### config.mk
export PLATFORM = sky130hd
export DESIGN_NAME = user_mem_arbiter
export DESIGN_NICKNAME = d
export VERILOG_FILES = /design/src/rtl/user_mem_arb_pkg.sv /design/src/rtl/user_mem_arbiter_arb2_rr.sv /design/src/rtl/user_mem_arbiter.sv
export SDC_FILE = /design/constraint.sdc
export NUM_CORES = 1
export LEC_CHECK = 0
export BUFFER_PORTS_ARGS = -buffer_cell sky130_fd_sc_hd__buf_2
export CAP_MARGIN = 40
export CORE_MARGIN = 4
export CORE_UTILIZATION = 48
export DETAILED_ROUTE_END_ITERATION = 12
export PLACE_DENSITY = 0.86
export SLEW_MARGIN = 10
export SYNTH_ARGS = -nofsm -noshare
export SYNTH_HDL_FRONTEND = slang
export SYNTH_SLANG_ARGS = --single-unit
### constraint.sdc
create_clock -name wb_clk_i -period 4.3 [get_ports wb_clk_i]
set_input_delay 0.86 -clock wb_clk_i [delete_from_list [all_inputs] [get_ports wb_clk_i]]
set_output_delay 0.86 -clock wb_clk_i [all_outputs]
set_load 0.02 [all_outputs]
### src/rtl/user_mem_arb_pkg.sv
// Shared types and defaults for the user-area SRAM arbiter: FSM state encoding,
// requester indices and the default address window.
package user_mem_arb_pkg;

    typedef enum logic [2:0] {
        IDLE   = 3'd0,
        ACC_WB = 3'd1,
        ACC_LA = 3'd2,
        RSP_WB = 3'd3,
        RSP_LA = 3'd4
    } state_t;

    localparam logic REQ_WB = 1'b0;
    localparam logic REQ_LA = 1'b1;

    localparam int unsigned DEF_ADDR_W  = 10;
    localparam logic [31:0] DEF_WB_BASE = 32'h3000_0000;

endpackage

### src/rtl/user_mem_arbiter_arb2_rr.sv
// Two-way grant picker: a lone requester always wins; on a tie the fair mode
// grants the requester not served last, otherwise Wishbone wins.
module arb2_rr
    import user_mem_arb_pkg::*;
(
    input  logic [1:0] req,
    input  logic       last_grant,
    input  logic       fair_en,
    output logic [1:0] grant
);

    always_comb begin
        grant = 2'b00;
        if (req[REQ_WB] && req[REQ_LA]) begin
            if (fair_en && (last_grant == REQ_WB)) begin
                grant[REQ_LA] = 1'b1;
            end else begin
                grant[REQ_WB] = 1'b1;
            end
        end else begin
            grant = req;
        end
    end

endmodule

### src/rtl/user_mem_arbiter.sv
// Shares one single-port SRAM between the Caravel Wishbone slave and an LA requester.
// Define MEM_ARB_FAIR_EN for round-robin tie-breaking; otherwise Wishbone has fixed priority.
module user_mem_arbiter
    import user_mem_arb_pkg::*;
#(
    parameter int unsigned ADDR_W  = DEF_ADDR_W,
    parameter int unsigned DATA_W  = 32,
    parameter logic [31:0] WB_BASE = DEF_WB_BASE
) (
    input  logic              wb_clk_i,
    input  logic              wb_rst_ni,
    input  logic              wbs_cyc_i,
    input  logic              wbs_stb_i,
    input  logic              wbs_we_i,
    input  logic [3:0]        wbs_sel_i,
    input  logic [31:0]       wbs_adr_i,
    input  logic [DATA_W-1:0] wbs_dat_i,
    output logic              wbs_ack_o,
    output logic [DATA_W-1:0] wbs_dat_o,
    input  logic              la_req_i,
    input  logic              la_we_i,
    input  logic [ADDR_W-1:0] la_addr_i,
    input  logic [DATA_W-1:0] la_wdata_i,
    output logic              la_done_o,
    output logic [DATA_W-1:0] la_rdata_o,
    output logic              mem_en_o,
    output logic              mem_we_o,
    output logic [3:0]        mem_wmask_o,
    output logic [ADDR_W-1:0] mem_addr_o,
    output logic [DATA_W-1:0] mem_wdata_o,
    input  logic [DATA_W-1:0] mem_rdata_i,
    output state_t            dbg_state_o
);

    // Handshake: a requester (WB in-window cyc&stb, or la_req_i) is a level that must
    // stay asserted until its one-cycle ack/done pulse; it is only sampled in IDLE,
    // and a level still high in the cycle that shows the pulse counts as a new request.

    state_t      state;
    logic        wb_req;
    logic [1:0]  req;
    logic [1:0]  grant;
    logic        last_grant;
    logic        fair_en;
    logic        unused_adr_bits;

    assign wb_req = wbs_cyc_i && wbs_stb_i &&
                    (wbs_adr_i[31:ADDR_W+2] == WB_BASE[31:ADDR_W+2]);
    assign req[REQ_WB]     = wb_req;
    assign req[REQ_LA]     = la_req_i;
    assign unused_adr_bits = ^wbs_adr_i[1:0];
    assign dbg_state_o     = state;

`ifdef MEM_ARB_FAIR_EN
    assign fair_en = 1'b1;

    always_ff @(posedge wb_clk_i or negedge wb_rst_ni) begin
        if (!wb_rst_ni) begin
            last_grant <= REQ_LA;
        end else if ((state == IDLE) && (grant != 2'b00)) begin
            last_grant <= grant[REQ_LA] ? REQ_LA : REQ_WB;
        end
    end
`else
    assign fair_en    = 1'b0;
    assign last_grant = REQ_LA;
`endif

    arb2_rr u_arb (
        .req        (req),
        .last_grant (last_grant),
        .fair_en    (fair_en),
        .grant      (grant)
    );

    always_ff @(posedge wb_clk_i or negedge wb_rst_ni) begin
        if (!wb_rst_ni) begin
            state       <= IDLE;
            wbs_ack_o   <= 1'b0;
            wbs_dat_o   <= '0;
            la_done_o   <= 1'b0;
            la_rdata_o  <= '0;
            mem_en_o    <= 1'b0;
            mem_we_o    <= 1'b0;
            mem_wmask_o <= 4'h0;
            mem_addr_o  <= '0;
            mem_wdata_o <= '0;
        end else begin
            wbs_ack_o <= 1'b0;
            la_done_o <= 1'b0;
            unique case (state)
                IDLE: begin
                    if (grant[REQ_WB]) begin
                        state       <= ACC_WB;
                        mem_en_o    <= 1'b1;
                        mem_we_o    <= wbs_we_i;
                        mem_wmask_o <= wbs_we_i ? wbs_sel_i : 4'h0;
                        mem_addr_o  <= wbs_adr_i[ADDR_W+1:2];
                        mem_wdata_o <= wbs_dat_i;
                    end else if (grant[REQ_LA]) begin
                        state       <= ACC_LA;
                        mem_en_o    <= 1'b1;
                        mem_we_o    <= la_we_i;
                        mem_wmask_o <= la_we_i ? 4'hF : 4'h0;
                        mem_addr_o  <= la_addr_i;
                        mem_wdata_o <= la_wdata_i;
                    end
                end
                ACC_WB: begin
                    state    <= RSP_WB;
                    mem_en_o <= 1'b0;
                end
                ACC_LA: begin
                    state    <= RSP_LA;
                    mem_en_o <= 1'b0;
                end
                // mem_we_o is held through the access so RSP knows whether to capture.
                RSP_WB: begin
                    state     <= IDLE;
                    wbs_ack_o <= 1'b1;
                    if (!mem_we_o) wbs_dat_o <= mem_rdata_i;
                end
                RSP_LA: begin
                    state     <= IDLE;
                    la_done_o <= 1'b1;
                    if (!mem_we_o) la_rdata_o <= mem_rdata_i;
                end
                default: state <= IDLE;
            endcase
        end
    end

endmodule

Yosys cells after proc, flatten, opt, wreduce, memory -nomap -nowiden
Cells that the tools add are included.
{"block": "totals", "word_cells": 47, "out_inout_bits": 117, "register_bits": 117, "inputBits": 149}
{"block": "op_classes", "eq_ne": 6, "n_mux": 19, "reduce_logical": 11, "bitwise_logic": 1}
{"operator": "$mux 32", "n": 2}
{"operator": "$eq 20x18->1 const B", "n": 1}
{"operator": "$mux 10", "n": 2}
{"operator": "$mux 4", "n": 4}
{"operator": "$pmux 3 s3", "n": 1}
{"operator": "$reduce_and 2->1", "n": 4}
{"operator": "$eq 3x2->1 const B", "n": 2}
{"operator": "$mux 1", "n": 6}
{"operator": "$mux 3", "n": 2}
{"operator": "$reduce_bool 2->1", "n": 2}
{"operator": "$eq 3x1->1 const B", "n": 1}
{"operator": "$eq 3x3->1 const B", "n": 1}
{"operator": "$logic_and 1x1->1", "n": 3}
{"operator": "$logic_not 3->1", "n": 1}
{"operator": "$ne 3x3->1 const B", "n": 1}
{"operator": "$mux 2", "n": 1}
{"operator": "$pmux 1 s2", "n": 1}
{"operator": "$reduce_or 2->1", "n": 1}
{"operator": "$not 1->1", "n": 1}

Logic depth before layout (Yosys ltp)
{"block": "logic_depth", "word_depth": 7, "ltp_mapped": 8, "ltp_nobuf": 5}

Cells and area by module
A second synthesis with hierarchy kept.
{"block": "hier_totals", "hier_cells": 329, "area_unflattened_um2": 5205.0}
{"mod": "user_mem_arbiter", "cells_per_inst": 325, "seq_area_each_um2": 2927.8, "instances": 1, "area_each_um2": 5175.0}
{"mod": "arb2_rr", "cells_per_inst": 4, "seq_area_each_um2": 0.0, "instances": 1, "area_each_um2": 30.0}

Worst setup path after synthesis
OpenSTA, ideal clock, no wires.
{"block": "synth_timing", "kind": "input port to flip-flop", "startpoint": "input wbs_adr_i[21]", "endpoint": "register mem_addr_o[0]", "setup_ps": 73, "path_buffers": 3, "arrival_ps": 2202, "path_stages": 8, "setup_slack_ps": 2025, "t_required_ps": 4227, "cell_sequence": "nor4_1 -> nand3_1 -> or2_1 -> buf_4 -> o21ai_4 -> buf_6 -> buf_6 -> a2bb2oi_2"}
{"block": "synth_via", "elab_chain_len": 6, "elab_cells_between_ends": 7, "classes_between": "eq/ne (1); mux (2); reduce/logical (4)"}
{"item": "start, declared", "line": "user_mem_arbiter.sv:16", "source": "input logic [31:0] wbs_adr_i,"}
{"item": "$eq 20x18->1 (*)", "line": "user_mem_arbiter.sv:48", "source": "(wbs_adr_i[31:ADDR_W+2] == WB_BASE[31:ADDR_W+2]);"}
{"item": "$logic_and 1x1->1 (*)", "line": "user_mem_arbiter.sv:47", "source": "assign wb_req = wbs_cyc_i && wbs_stb_i &&"}
{"item": "$logic_and 1x1->1", "line": "user_mem_arbiter_arb2_rr.sv:14", "source": "if (req[REQ_WB] && req[REQ_LA]) begin"}
{"item": "$mux 2 (*)", "line": "user_mem_arbiter_arb2_rr.sv:14"}
{"item": "$reduce_bool 2->1 (no line)"}
{"item": "$reduce_and 2->1 (no line)"}
{"item": "end signal, assigned", "line": "user_mem_arbiter.sv:98", "source": "mem_addr_o <= wbs_adr_i[ADDR_W+1:2];"}
{"item": "end signal, assigned", "line": "user_mem_arbiter.sv:105", "source": "mem_addr_o <= la_addr_i;"}
{"item": "end, declared", "line": "user_mem_arbiter.sv:29", "source": "output logic [ADDR_W-1:0] mem_addr_o,"}
Every way passes the cells marked *; elsewhere a longest branch is shown, timed or not.
A chain may end at the register's enable or synchronous reset.

Worst setup path in the final report
{"block": "layout_timing", "startpoint": "input wbs_adr_i[24]", "endpoint": "register mem_wdata_o[17]"}
{"block": "layout_via", "elab_chain_len": 6, "elab_cells_between_ends": 7, "classes_between": "eq/ne (1); mux (2); reduce/logical (4)"}
{"item": "$eq 20x18->1 (*)", "line": "user_mem_arbiter.sv:48"}
{"item": "$logic_and 1x1->1 (*)", "line": "user_mem_arbiter.sv:47"}
{"item": "$logic_and 1x1->1", "line": "user_mem_arbiter_arb2_rr.sv:14"}
{"item": "$mux 2 (*)", "line": "user_mem_arbiter_arb2_rr.sv:14"}
{"item": "$reduce_bool 2->1 (no line)"}
{"item": "$reduce_and 2->1 (no line)"}
{"item": "end signal, assigned", "line": "user_mem_arbiter.sv:99", "source": "mem_wdata_o <= wbs_dat_i;"}
{"item": "end signal, assigned", "line": "user_mem_arbiter.sv:106", "source": "mem_wdata_o <= la_wdata_i;"}
{"item": "end, declared", "line": "user_mem_arbiter.sv:30", "source": "output logic [DATA_W-1:0] mem_wdata_o,"}
Marks and branches as above.

==> impl_results.md <==
- Crit path launch type: primary input
- Quantity of gates resized following cts: 0
- Critical path required time: 4.69 ns
- Total clock buffers created by CTS: 17
- Number of buffers added to fix hold violations after cts: 0
- Average wire per standard cell: 19.3 um
- Part of the power in registers: 37.9%
- Final setup violating endpoints: 0
- Number of clock sinks: 117
- Effective utilization at floorplan: 50.3%
- Layout cell share with drive strength beyond 1: 62.9%
- Post-route insts no fill: 738
- Internal Dissipation: 2.69 mW
- Clk network pwr share: 33.6%
- Kind of critical path: primary input to flip-flop
- Final critical delay including setup and external delays: 2.46 ns
- Count of TritonRoute iterations in the first routing pass: 4
- Reg-to-reg critical path startpoint: dbg_state_o[2]
- Mean area per synthesized cell: 14.3 um2
- Power density relative to cell area: 595 nW/um2
- Maximum Capacitance Violations: 0
- Die Span X: 107 um
- Leading cell type in the layout, fill and taps excluded: buf_2
- Die ar.: 11500 um2
- Dominant register cell in the synthesized netlist: dfrtp_1
- Final HPWL from detailed placement: 10600 um
- Combined buffer and inverter count along the critical path: 2
- Number of antenna violations at the first check in global routing: 0
- CTS Root Cell: clkbuf_8
- Post-Synthesis Cell Area: 4730 um2
- Gate Count Post-Synth: 332
- Worst endpoint data arrival time: 2.86 ns
- Placement row count: 35
- Largest buffer count on any clock path: 2
- Finished layout cell area: 6750 um2
- Crit path capture type: flip-flop
- Port buffer count: 263
- Sw Ratio: 32.9%
- Ports: 266
- Largest net degree at the start of global routing: 47
- Family with the most delay on the worst path: simple AND/OR/NAND/NOR gates
- Number of design-rule violations left by the first detailed-router iteration: 182
- Vias in the first global route: 4338
- Number of vias after detailed routing: 3961
- Worst slew margin: 55.1%
- Warning count from the yosys run: 0
- Actual slew at the worst max-slew pin: 0.671 ns
- Global-route wire length before repair: 21900 um
- H-tree lvl count: 4
- Count of unique library cells instantiated by Yosys: 27
- Outcome: finished clean
- Overflow left after global routing: 0
- Hold violation count in the final report: 0
- Antenna fix cells: 0
- Leakage: 3.41 nW
- Area of the core region: 9420 um2
- Slowest stage cell, crit path: buf_4
- Placed cell area: 6170 um2
- Reg2Reg Setup Slack: 1.93 ns
- Overall power consumption: 4.01 mW
- FF-to-FF path depth: 6
- Instance count after placement with tap cells included: 706
- Setup TNS: 0 ns
- Top library cells by usage in the layout, fill and taps aside: 262 x buf_2, 117 x dfrtp_1, 64 x mux2_2, 44 x o22ai_1, 37 x a2bb2oi_1
- Via-per-instance ratio: 5.37
- Path type of the worst min-delay path: primary input to async pin
- Period utilisation layout: 57.3%
- Maximum VDD drop: 0.000333 V
- Net Sw Power: 1.32 mW
- RSZ-0062 raised after global routing: false
- Area Growth Syn to Fin: 42.6%
- Worst setup skew after layout: 0.0156 ns
- Register bit total from synthesis: 117
- Routability congestion estimate: 0.821
- Pins Over Slew Limit: 0
- Remaining DRCs: 0
- Clock input transition at the sequential cells of the worst setup and hold paths: 0.06 ns
- Number of nets with antenna violations after routing: 0
- Clock latency of the later-clocked register in the worst-skew pair: 0.50 ns
- Mapped Nets: 481
- R2r endpoint: mem_wdata_o[17]
- Number of synthesized flops with an enable pin: 0
- Cells along the critical path: buf_2 > nor4bb_1 > nand3_1 > or2_2 > o21ai_4 > buf_4 > a2bb2oi_1
- Max incr delay on CP: 0.49 ns
- Total routing resource utilization after global routing: 24.6%
- # nets final: 745
- Detailed-route wire length: 14300 um
- Seq/Total Area, Yosys: 61.8%
- Async set-or-reset flop fraction in the synthesized netlist: 100%
- Maximum net fanout on the critical path: 46
- Number of buffers added for setup after CTS: 0
- Combinational cell fraction of total power: 28.5%
- Die Height: 107 um
- TritonCTS clock tree: built
- Peak clock frequency supported by timing: 406 MHz
==> layer usage <==
metal / wire [um] / track usage [%] / up-vias / part of all wire [%]
met1: 5260 / 27.2 / 1958 / 37
met5: 0 / 0 / - / 0
li1: - / - / 1804 / -
met2: 7720 / 45.8 / 174 / 54
met3: 940 / 6.00 / 25 / 6.6
met4: 330 / 8.49 / 0 / 2.3
==> worst max-delay path by stage <==
| stage | from | end | slack [ns] | depth (start not counted) |
|---|---|---|---|---|
| floorplan | wbs_adr_i[21] | mem_addr_o[0] | 2.03 | 8 |
| global placement | wbs_adr_i[24] | mem_wdata_o[9] | 1.47 | 7 |
| detailed placement | wbs_adr_i[24] | mem_wdata_o[17] | 1.34 | 7 |
| CTS | wbs_adr_i[24] | mem_wdata_o[17] | 1.81 | 7 |
| global route | wbs_adr_i[24] | mem_wdata_o[17] | 1.71 | 7 |
| finish | wbs_adr_i[24] | mem_wdata_o[17] | 1.84 | 7 |
==> flip-flops by register name, summed over array words and instances (netlist names) <==
name	cells
mem_wdata_o	32
la_rdata_o	32
wbs_dat_o	32
mem_we_o	1
la_done_o	1
mem_wmask_o	4
wbs_ack_o	1
mem_addr_o	10
dbg_state_o	3
mem_en_o	1
==> through the flow <==
| stage | utilization (%) | hold WS (ns) | worst slack [ns] |
|---|---|---|---|
| 2_1_floorplan | - | 0.564 | 2.03 |
| 3_3_place_gp | 65.4 | 0.484 | 1.47 |
| 3_5_place_dp | 65.6 | 0.489 | 1.34 |
| 4_1_cts | 71.7 | 0.363 | 1.81 |
| 5_1_grt | 71.7 | 0.391 | 1.71 |
| 6_report | 71.7 | 0.361 | 1.84 |
==> power groups by stage <==
stage	clock network [mW]	registers (mW)	logic, mW
after CTS	1.37	1.52	1.16
after global placement	0	1.51	1.12
after global routing	1.42	1.55	1.21
after detailed placement	0	1.53	1.15
after floorplan	0	1.85	0.357
final	1.35	1.52	1.14
==> logic make-up (layout without fill, tap and decap cells) <==
| kind of cell | after synthesis | in the layout | synth area share [%] |
|---|---|---|---|
| AO/OA/AOI/OAI | 95 | 95 | 16.6 |
| buffers and inverters | 28 | 305 | 3.07 |
| flip-flops | 117 | 117 | 61.8 |
| multiplexers | 64 | 64 | 15.2 |
| AND/OR/NAND/NOR | 28 | 28 | 3.25 |
==> final cells by class <==
| cell class | instances | area [um2] |
|---|---|---|
| repair buffers | 272 | 1400 |
| clock inverters | 13 | 148 |
| well taps | 129 | 161 |
| multi-input cells | 187 | 1680 |
| fillers | 671 | 2660 |
| inverters | 1 | 3.75 |
| clock buffers | 19 | 432 |
| flip-flops and latches | 117 | 2930 |
==> synthesized netlist by cell type (2+ instances only) <==
cell type	instances	area share (%)
o22ai_1	44	5.8
a2bb2oi_2	10	3.2
nor4bb_1	2	0.42
nor2_1	5	0.40
nor3_1	4	0.42
nand2_1	2	0.16
buf_1	3	0.24
dfrtp_1	117	62
clkbuf_1	9	0.71
mux2_2	64	15
buf_6	3	0.71
buf_2	11	1.2
nand3_1	6	0.63
nor4_1	3	0.40
a2bb2oi_1	37	6.8
Power figures use the tool's default switching activity.
